### config.mk
export PLATFORM = sky130hd
export DESIGN_NAME = pmul_sequencer
export DESIGN_NICKNAME = d
export VERILOG_FILES = /design/src/rtl/pmul_pkg.sv /design/src/rtl/lane_mul.sv /design/src/rtl/pmul_sequencer.sv
export SDC_FILE = /design/constraint.sdc
export NUM_CORES = 1
export LEC_CHECK = 0
export ABC_CLOCK_PERIOD_IN_PS = 7990
export CAP_MARGIN = 10
export CORE_ASPECT_RATIO = 1.1
export CORE_MARGIN = 3
export CORE_UTILIZATION = 35
export CTS_CLUSTER_DIAMETER = 30
export DETAILED_ROUTE_END_ITERATION = 12
export HOLD_SLACK_MARGIN = 0.05
export MAX_ROUTING_LAYER = met4
export PLACE_DENSITY = 0.5
export SLEW_MARGIN = 15
export SYNTH_ARGS = -nofsm -noshare
export SYNTH_HDL_FRONTEND = slang
export SYNTH_SLANG_ARGS = --single-unit
### constraint.sdc
create_clock -name clk -period 7.99 [get_ports clk]
set_clock_uncertainty 0.1 [all_clocks]
set_input_delay 1.1985 -clock clk [delete_from_list [all_inputs] [get_ports clk]]
set_output_delay 1.1985 -clock clk [all_outputs]
set_load 0.01 [all_outputs]
### src/rtl/pmul_pkg.sv
`default_nettype none
// ----------------------------------------------------------------------------
// pmul_pkg : op/state encodings and lane geometry for the packed multiply unit
// Rev 1.0
// ----------------------------------------------------------------------------
package pmul_pkg;

  localparam logic [1:0] PMUL_S16 = 2'b00;
  localparam logic [1:0] PMUL_U16 = 2'b01;
  localparam logic [1:0] PMUL_S8  = 2'b10;
  localparam logic [1:0] PMUL_U8  = 2'b11;

  typedef enum logic [1:0] {
    ST_IDLE = 2'd0,
    ST_MUL  = 2'd1,
    ST_DONE = 2'd2
  } state_e;

  localparam int LANE_W16 = 16;
  localparam int LANE_W8  = 8;
  localparam int LANES16  = 2;
  localparam int LANES8   = 4;

  function automatic logic is_8bit(input logic [1:0] op);
    logic r;
    case (op)
      PMUL_S8, PMUL_U8:   r = 1'b1;
      PMUL_S16, PMUL_U16: r = 1'b0;
      default:            r = 1'b0;
    endcase
    return r;
  endfunction

  function automatic logic [1:0] last_lane(input logic [1:0] op);
    return is_8bit(op) ? 2'(LANES8 - 1) : 2'(LANES16 - 1);
  endfunction

endpackage
`default_nettype wire

### src/rtl/lane_mul.sv
`default_nettype none
// ----------------------------------------------------------------------------
// lane_mul : one 16- or 8-bit lane multiply on a shared 17x17 signed multiplier
// Rev 1.0
// ----------------------------------------------------------------------------
module lane_mul
  import pmul_pkg::*;
(
  input  logic [LANE_W16-1:0] a_i,
  input  logic [LANE_W16-1:0] b_i,
  input  logic                is8_i,
  input  logic                uns_i,
  output logic [LANE_W16-1:0] res_o,
  output logic                ovf_o
);

  logic signed [16:0] ax;
  logic signed [16:0] bx;
  logic signed [33:0] p;

  // The 17th bit turns unsigned operands into non-negative signed values.
  always_comb begin
    if (is8_i) begin
      ax = {{9{~uns_i & a_i[LANE_W8-1]}}, a_i[LANE_W8-1:0]};
      bx = {{9{~uns_i & b_i[LANE_W8-1]}}, b_i[LANE_W8-1:0]};
    end else begin
      ax = {~uns_i & a_i[LANE_W16-1], a_i};
      bx = {~uns_i & b_i[LANE_W16-1], b_i};
    end
  end

  assign p     = ax * bx;
  assign res_o = p[15:0];

  // Checking up to bit 33 is equivalent to the 2W-bit rule since p never exceeds it.
  always_comb begin
    if (is8_i) begin
      ovf_o = uns_i ? (p[33:8] != '0) : !((&p[33:7]) || !(|p[33:7]));
    end else begin
      ovf_o = uns_i ? (p[33:16] != '0) : !((&p[33:15]) || !(|p[33:15]));
    end
  end

endmodule
`default_nettype wire

### src/rtl/pmul_sequencer.sv
`default_nettype none
// ----------------------------------------------------------------------------
// pmul_sequencer : one-lane-per-cycle packed multiply sequencer with pipeline stall
// Rev 1.0
// ----------------------------------------------------------------------------
module pmul_sequencer
  import pmul_pkg::*;
#(
  parameter int DATA_WIDTH = 32
) (
  input  logic                  clk,
  input  logic                  rst,
  input  logic                  start,
  input  logic [1:0]            op,
  input  logic [DATA_WIDTH-1:0] a,
  input  logic [DATA_WIDTH-1:0] b,
  input  logic                  flush,
  output logic                  busy,
  output logic                  stall,
  output logic                  done,
  output logic [DATA_WIDTH-1:0] res,
  output logic                  ovf
);

  state_e                state_q, state_d;
  logic [1:0]            cnt_q, cnt_d;
  logic [1:0]            op_q, op_d;
  logic [DATA_WIDTH-1:0] a_q, a_d, b_q, b_d;
  logic [DATA_WIDTH-1:0] acc_q, acc_d;
  logic                  ovf_acc_q, ovf_acc_d;
  logic [DATA_WIDTH-1:0] res_q, res_d;
  logic                  ovf_q, ovf_d;

  logic                  lane8;
  logic [LANE_W16-1:0]   la, lb, lres;
  logic                  lovf;

  assign lane8 = is_8bit(op_q);

  always_comb begin
    la = '0;
    lb = '0;
    if (lane8) begin
      la[LANE_W8-1:0] = a_q[{cnt_q, 3'b000} +: LANE_W8];
      lb[LANE_W8-1:0] = b_q[{cnt_q, 3'b000} +: LANE_W8];
    end else begin
      la = a_q[{cnt_q[0], 4'b0000} +: LANE_W16];
      lb = b_q[{cnt_q[0], 4'b0000} +: LANE_W16];
    end
  end

  lane_mul u_lane_mul (
    .a_i   (la),
    .b_i   (lb),
    .is8_i (lane8),
    .uns_i (op_q[0]),
    .res_o (lres),
    .ovf_o (lovf)
  );

  always_comb begin
    state_d   = state_q;
    cnt_d     = cnt_q;
    op_d      = op_q;
    a_d       = a_q;
    b_d       = b_q;
    acc_d     = acc_q;
    ovf_acc_d = ovf_acc_q;
    res_d     = res_q;
    ovf_d     = ovf_q;
    case (state_q)
      ST_MUL: begin
        if (flush) begin
          state_d = ST_IDLE;
        end else begin
          if (lane8) acc_d[{cnt_q, 3'b000} +: LANE_W8] = lres[LANE_W8-1:0];
          else       acc_d[{cnt_q[0], 4'b0000} +: LANE_W16] = lres;
          ovf_acc_d = ovf_acc_q | lovf;
          cnt_d     = cnt_q + 2'd1;
          // Publish on the last lane so res/ovf only move at DONE entry.
          if (cnt_q == last_lane(op_q)) begin
            state_d = ST_DONE;
            res_d   = acc_d;
            ovf_d   = ovf_acc_d;
          end
        end
      end
      default: begin
        state_d = ST_IDLE;
        if (start && !flush) begin
          state_d   = ST_MUL;
          op_d      = op;
          a_d       = a;
          b_d       = b;
          acc_d     = '0;
          ovf_acc_d = 1'b0;
          cnt_d     = 2'd0;
        end
      end
    endcase
  end

  always_ff @(posedge clk or posedge rst) begin
    if (rst) begin
      state_q   <= ST_IDLE;
      cnt_q     <= '0;
      op_q      <= '0;
      a_q       <= '0;
      b_q       <= '0;
      acc_q     <= '0;
      ovf_acc_q <= 1'b0;
      res_q     <= '0;
      ovf_q     <= 1'b0;
    end else begin
      state_q   <= state_d;
      cnt_q     <= cnt_d;
      op_q      <= op_d;
      a_q       <= a_d;
      b_q       <= b_d;
      acc_q     <= acc_d;
      ovf_acc_q <= ovf_acc_d;
      res_q     <= res_d;
      ovf_q     <= ovf_d;
    end
  end

  assign busy  = (state_q == ST_MUL);
  assign done  = (state_q == ST_DONE);
  assign stall = (start && (state_q == ST_IDLE || state_q == ST_DONE)) || busy;
  assign res   = res_q;
  assign ovf   = ovf_q;

endmodule
`default_nettype wire

==> results.md <==
Worst setup path:
- The worst register-to-register path begins at cnt_q[1].
- For flop-to-flop paths, the worst setup slack is 0.05 ns.
- The largest single stage delay on the critical path is 0.57 ns.
- The most numerous cell type found on the critical path is sky130_fd_sc_hd__fa_1.
- The critical path launch point type is a flop.
- The number of buffers and inverters on the critical path is 6.
- At the worst endpoint, the arrival time is 8.14 ns.
- For the worst flop-to-flop path, the logic depth is 28.
- The kind of capture point of the worst setup path is a flop.
- The largest individual stage delay along the critical path comes from the cell sky130_fd_sc_hd__fa_1.
- The kind of cell with the highest combined delay on the critical path is adder cells.
- For the worst setup path, the data required time is 8.19 ns.
- The reg-to-reg endpoint is ovf.
- In this run the worst path has a maximum fanout of 5.
- The start-to-end type of the worst setup path is reg2reg.

Placed design:
- The final weighted congestion in routability-driven placement is 0.938.
- The HPWL reported at the end of detailed placement is 46.7 mm.
- Once placement completed, the tool counted placed cells totaling 2688.
- The placed instances occupy a cell area of 20800 sq um.
- Prior to clock tree synthesis, the placed netlist has a worst setup slack of -0.481 ns.
- The port buffer count is 105.

Layout:
- The number of antenna diodes in the final layout is 0.
- Summing all multi-input logic gate instances after layout gives 13400 sq um.
- The finished cells cover 22000 sq um.
- The post-route non-filler standard cell count is 2733.
- The area used by sequential logic in the layout is 3410 sq um.
- The final net count is 2524.
- The filler cells instantiated in the layout total 4843.
- From synthesis to final layout, the design area changed by 24.7%.
- The share of final-layout standard cells stronger than drive strength 1 is 21.0%.

Floorplan:
- The number of top-level design ports is 106.
- The die footprint is 53100 sq um.
- The number of standard-cell rows in the floorplan is 85.
- The core footprint is 49300 sq um.
- The starting utilization of the core area is 35.7%.
- The floorplan step set the die height to 241 um.
- The horizontal die dimension is 220 um.

Global routing:
- The first-pass GRT wire length is 88.7 mm.
- The global-route total usage across every layer is 22.9%.
- The via count of the first global-routing pass is 15556.
- The overflow left after global routing is 0.
- The largest net degree at the start of global routing is 74.
- The number of antenna violations at the first check in global routing was 0.

STA:
- The count of final max-slew check failures came to 0.
- The tightest hold path in the finished design has a slack of 0.373 ns.
- The final critical delay including setup and external delays is 7.94 ns.
- The measured slew at the worst slew-check pin is 1.03 ns.
- The peak clock frequency supported by timing is 126 MHz.
- Setup violations remaining at the end of the flow were counted as 0.
- Setup repair after global routing could not meet its margin everywhere.
- The count of final hold-check violations is 0.
- The fraction of the cycle the final worst path needs is 99.4%.
- Headroom to the max-slew limit came out at 30.9%.
- The setup slack after layout is 0.0481 ns.

Synth:
- Summing every instance area after synthesis gives 17600 sq um.
- The share of Yosys cell area claimed by the top area cell type is 33.6%.
- The proportion of synthesized chip area in sequential cells is 19.3%.
- When the netlist entered floorplanning its net count stood at 2269.
- For this run, the leading register cell type out of synthesis is sky130_fd_sc_hd__dfrtp_1.
- After synthesis, the most frequently instantiated cells are sky130_fd_sc_hd__fa_1, sky130_fd_sc_hd__inv_1, sky130_fd_sc_hd__nand2_1.
- A synthesized cell averages 9.72 sq um.
- The leading area contributor after synthesis is sky130_fd_sc_hd__fa_1.
- The most common cell in the synthesized netlist is sky130_fd_sc_hd__fa_1.
- In this run, distinct cell masters in the synthesized netlist total 73.
- In this run, synthesis inferred 0 flip-flops with an integrated enable.
- The synthesis-stage register bit count is 136.
- For this run, asynchronously set or reset flops after synthesis account for 100%.
- In the post-synthesis netlist, the biggest area contributors are sky130_fd_sc_hd__fa_1, sky130_fd_sc_hd__dfrtp_1, sky130_fd_sc_hd__ha_1.
- The total of warnings raised by yosys is 0.
- Synthesis handed over a netlist of 1813 instances.

Min path:
- Counting instances, the worst hold path has a depth of 2.
- The destination of the worst hold path is res[13].
- The class of the tightest hold or removal check is reg2reg.
- The critical hold path startpoint is res[13].

Clocking:
- The clock insertion delay at the later pin of the skew report is 0.44 ns.
- The maximum buffer depth of the clock tree is 2.
- Clock-pin slew was measured on the worst setup and hold paths at 0.07 ns.
- The root cell of the clock tree is sky130_fd_sc_hd__clkbuf_16.
- TritonCTS created 17 clock buffers.
- The number of hold buffers added after CTS was 0.
- CTS saw 136 sinks.
- TritonCTS built the clock tree.
- The H-tree depth reported by CTS is 4.

Run status:
- The flow ran to the end, and the final reports show no timing, DRC or antenna violations.

Routing:
- The overall routed net length is 56.5 mm.
- The detailed router finished its first iteration with 1012 violations.
- Across all layers, the routed design uses 14121 vias.
- The count of TritonRoute iterations in the first routing pass is 5.
- After detailed routing, the number of remaining DRC violations is 0.
- After detailed routing, the average wire length per cell comes to 20.7 um.
- After detailed routing, the number of vias per cell comes to 5.17.
- The detail route stage leaves a number of antenna-violating nets equal to 0.

Flow run:
- The tool flagged a number of max-cap violations equal to 0.
==> sequential cells by signal (all words and copies together) (netlist names) <==
name / cells
ovf_acc_q: 1
op_q: 2
state_q: 2
acc_q: 32
b_q: 32
cnt_q: 2
res: 32
ovf: 1
a_q: 32
==> cell usage in the layout, fill, tap and decap left out, drive strengths merged, types with 5 or more instances in the layout <==
master         netlist  final
or3                 10     10
mux2i               39     39
nand2              206    206
xnor2               22     22
clkbuf              64     20
xor2                 8      8
inv                256    259
nor2               167    167
a211oi              23     23
a22oi               19     19
or2                  9      9
clkinv               1      5
a22o                24     24
o211ai              13     13
fa                 296    296
nand4                9      9
buf                 18    213
ha                  90     90
a31oi                5      5
o21a                12     12
dfrtp              136    136
nor3                16     16
clkdlybuf4s50        0    105
a21oi               44     44
nor2b               19     19
and3                 5      5
nand2b              18     18
o21ai               99     99
mux2                92     92
a21o                16     16
nand3                9      9
and2                 8      8
==> stage by stage <==
step           setup TNS, ns  util [%]
2_1_floorplan              0         -
3_3_place_gp          -0.982      42.2
3_5_place_dp          -0.937      42.2
4_1_cts                    0      43.7
5_1_grt               -0.388      44.5
6_report                   0      44.5
==> layer usage <==
layer	vias to the layer above	track usage, %	share of wire, %
li1	6427	-	-
met1	7271	25.8	39
met2	313	41.5	53
met3	110	2.51	3.4
met4	0	9.47	4.7
met5	-	-	0
==> repair_timing <==
action	in CTS	in global routing
pin swaps	9	32
gates cloned	0	1
buffers inserted	4	8
gates resized for setup	23	94
endpoints found under the setup margin	2	2
==> cell families (layout without fill, tap and decap cells) <==
family | count (synthesis) | in the layout | share of synthesized area, %
xor gates and xnor gates | 30 | 30 | 1.49
muxes | 131 | 131 | 8.09
AOI/OAI and AO/OA | 303 | 303 | 11.7
buffers and inverters | 339 | 607 | 7.34
DFF | 136 | 136 | 19.3
and+or+nand+nor | 488 | 488 | 12.0
adders and majority gates | 386 | 386 | 40.0
==> worst register-to-register path, delay by kind of cell, from the launching register on <==
family | cells | cell delay [ns]
AOI/OAI and AO/OA | 8 | 1.66
xor gates and xnor gates | 1 | 0.24
adders and majority gates | 7 | 3.31
buffers and inverters | 6 | 0.64
DFF | 1 | 0.43
muxes | 1 | 0.13
and+or+nand+nor | 5 | 1.31
==> worst max-delay path by stage <==
stage               slack (ns)  cells after the start  end      from
global route             -0.20                     28  ovf  cnt_q[1]
CTS                      0.003                     31  ovf  cnt_q[1]
finish                    0.05                     28  ovf  cnt_q[1]
global placement         -0.51                     27  ovf  cnt_q[1]
floorplan                 0.13                     26  ovf  cnt_q[0]
detailed placement       -0.48                     27  ovf  cnt_q[1]
==> area by class of cell <==
class	count	share of cell area, %
Clock buffer	20	2.03
Tap cell	652	3.71
Inverter	257	4.44
Sequential cell	136	15.5
Timing Repair Buffer	318	13.0
Multi-Input combinational cell	1338	60.8
Clock inverter	12	0.541
Power is left out: the tool's default activity adds up to more than one toggle a clock period on the data nets, which glitch-free logic cannot reach.
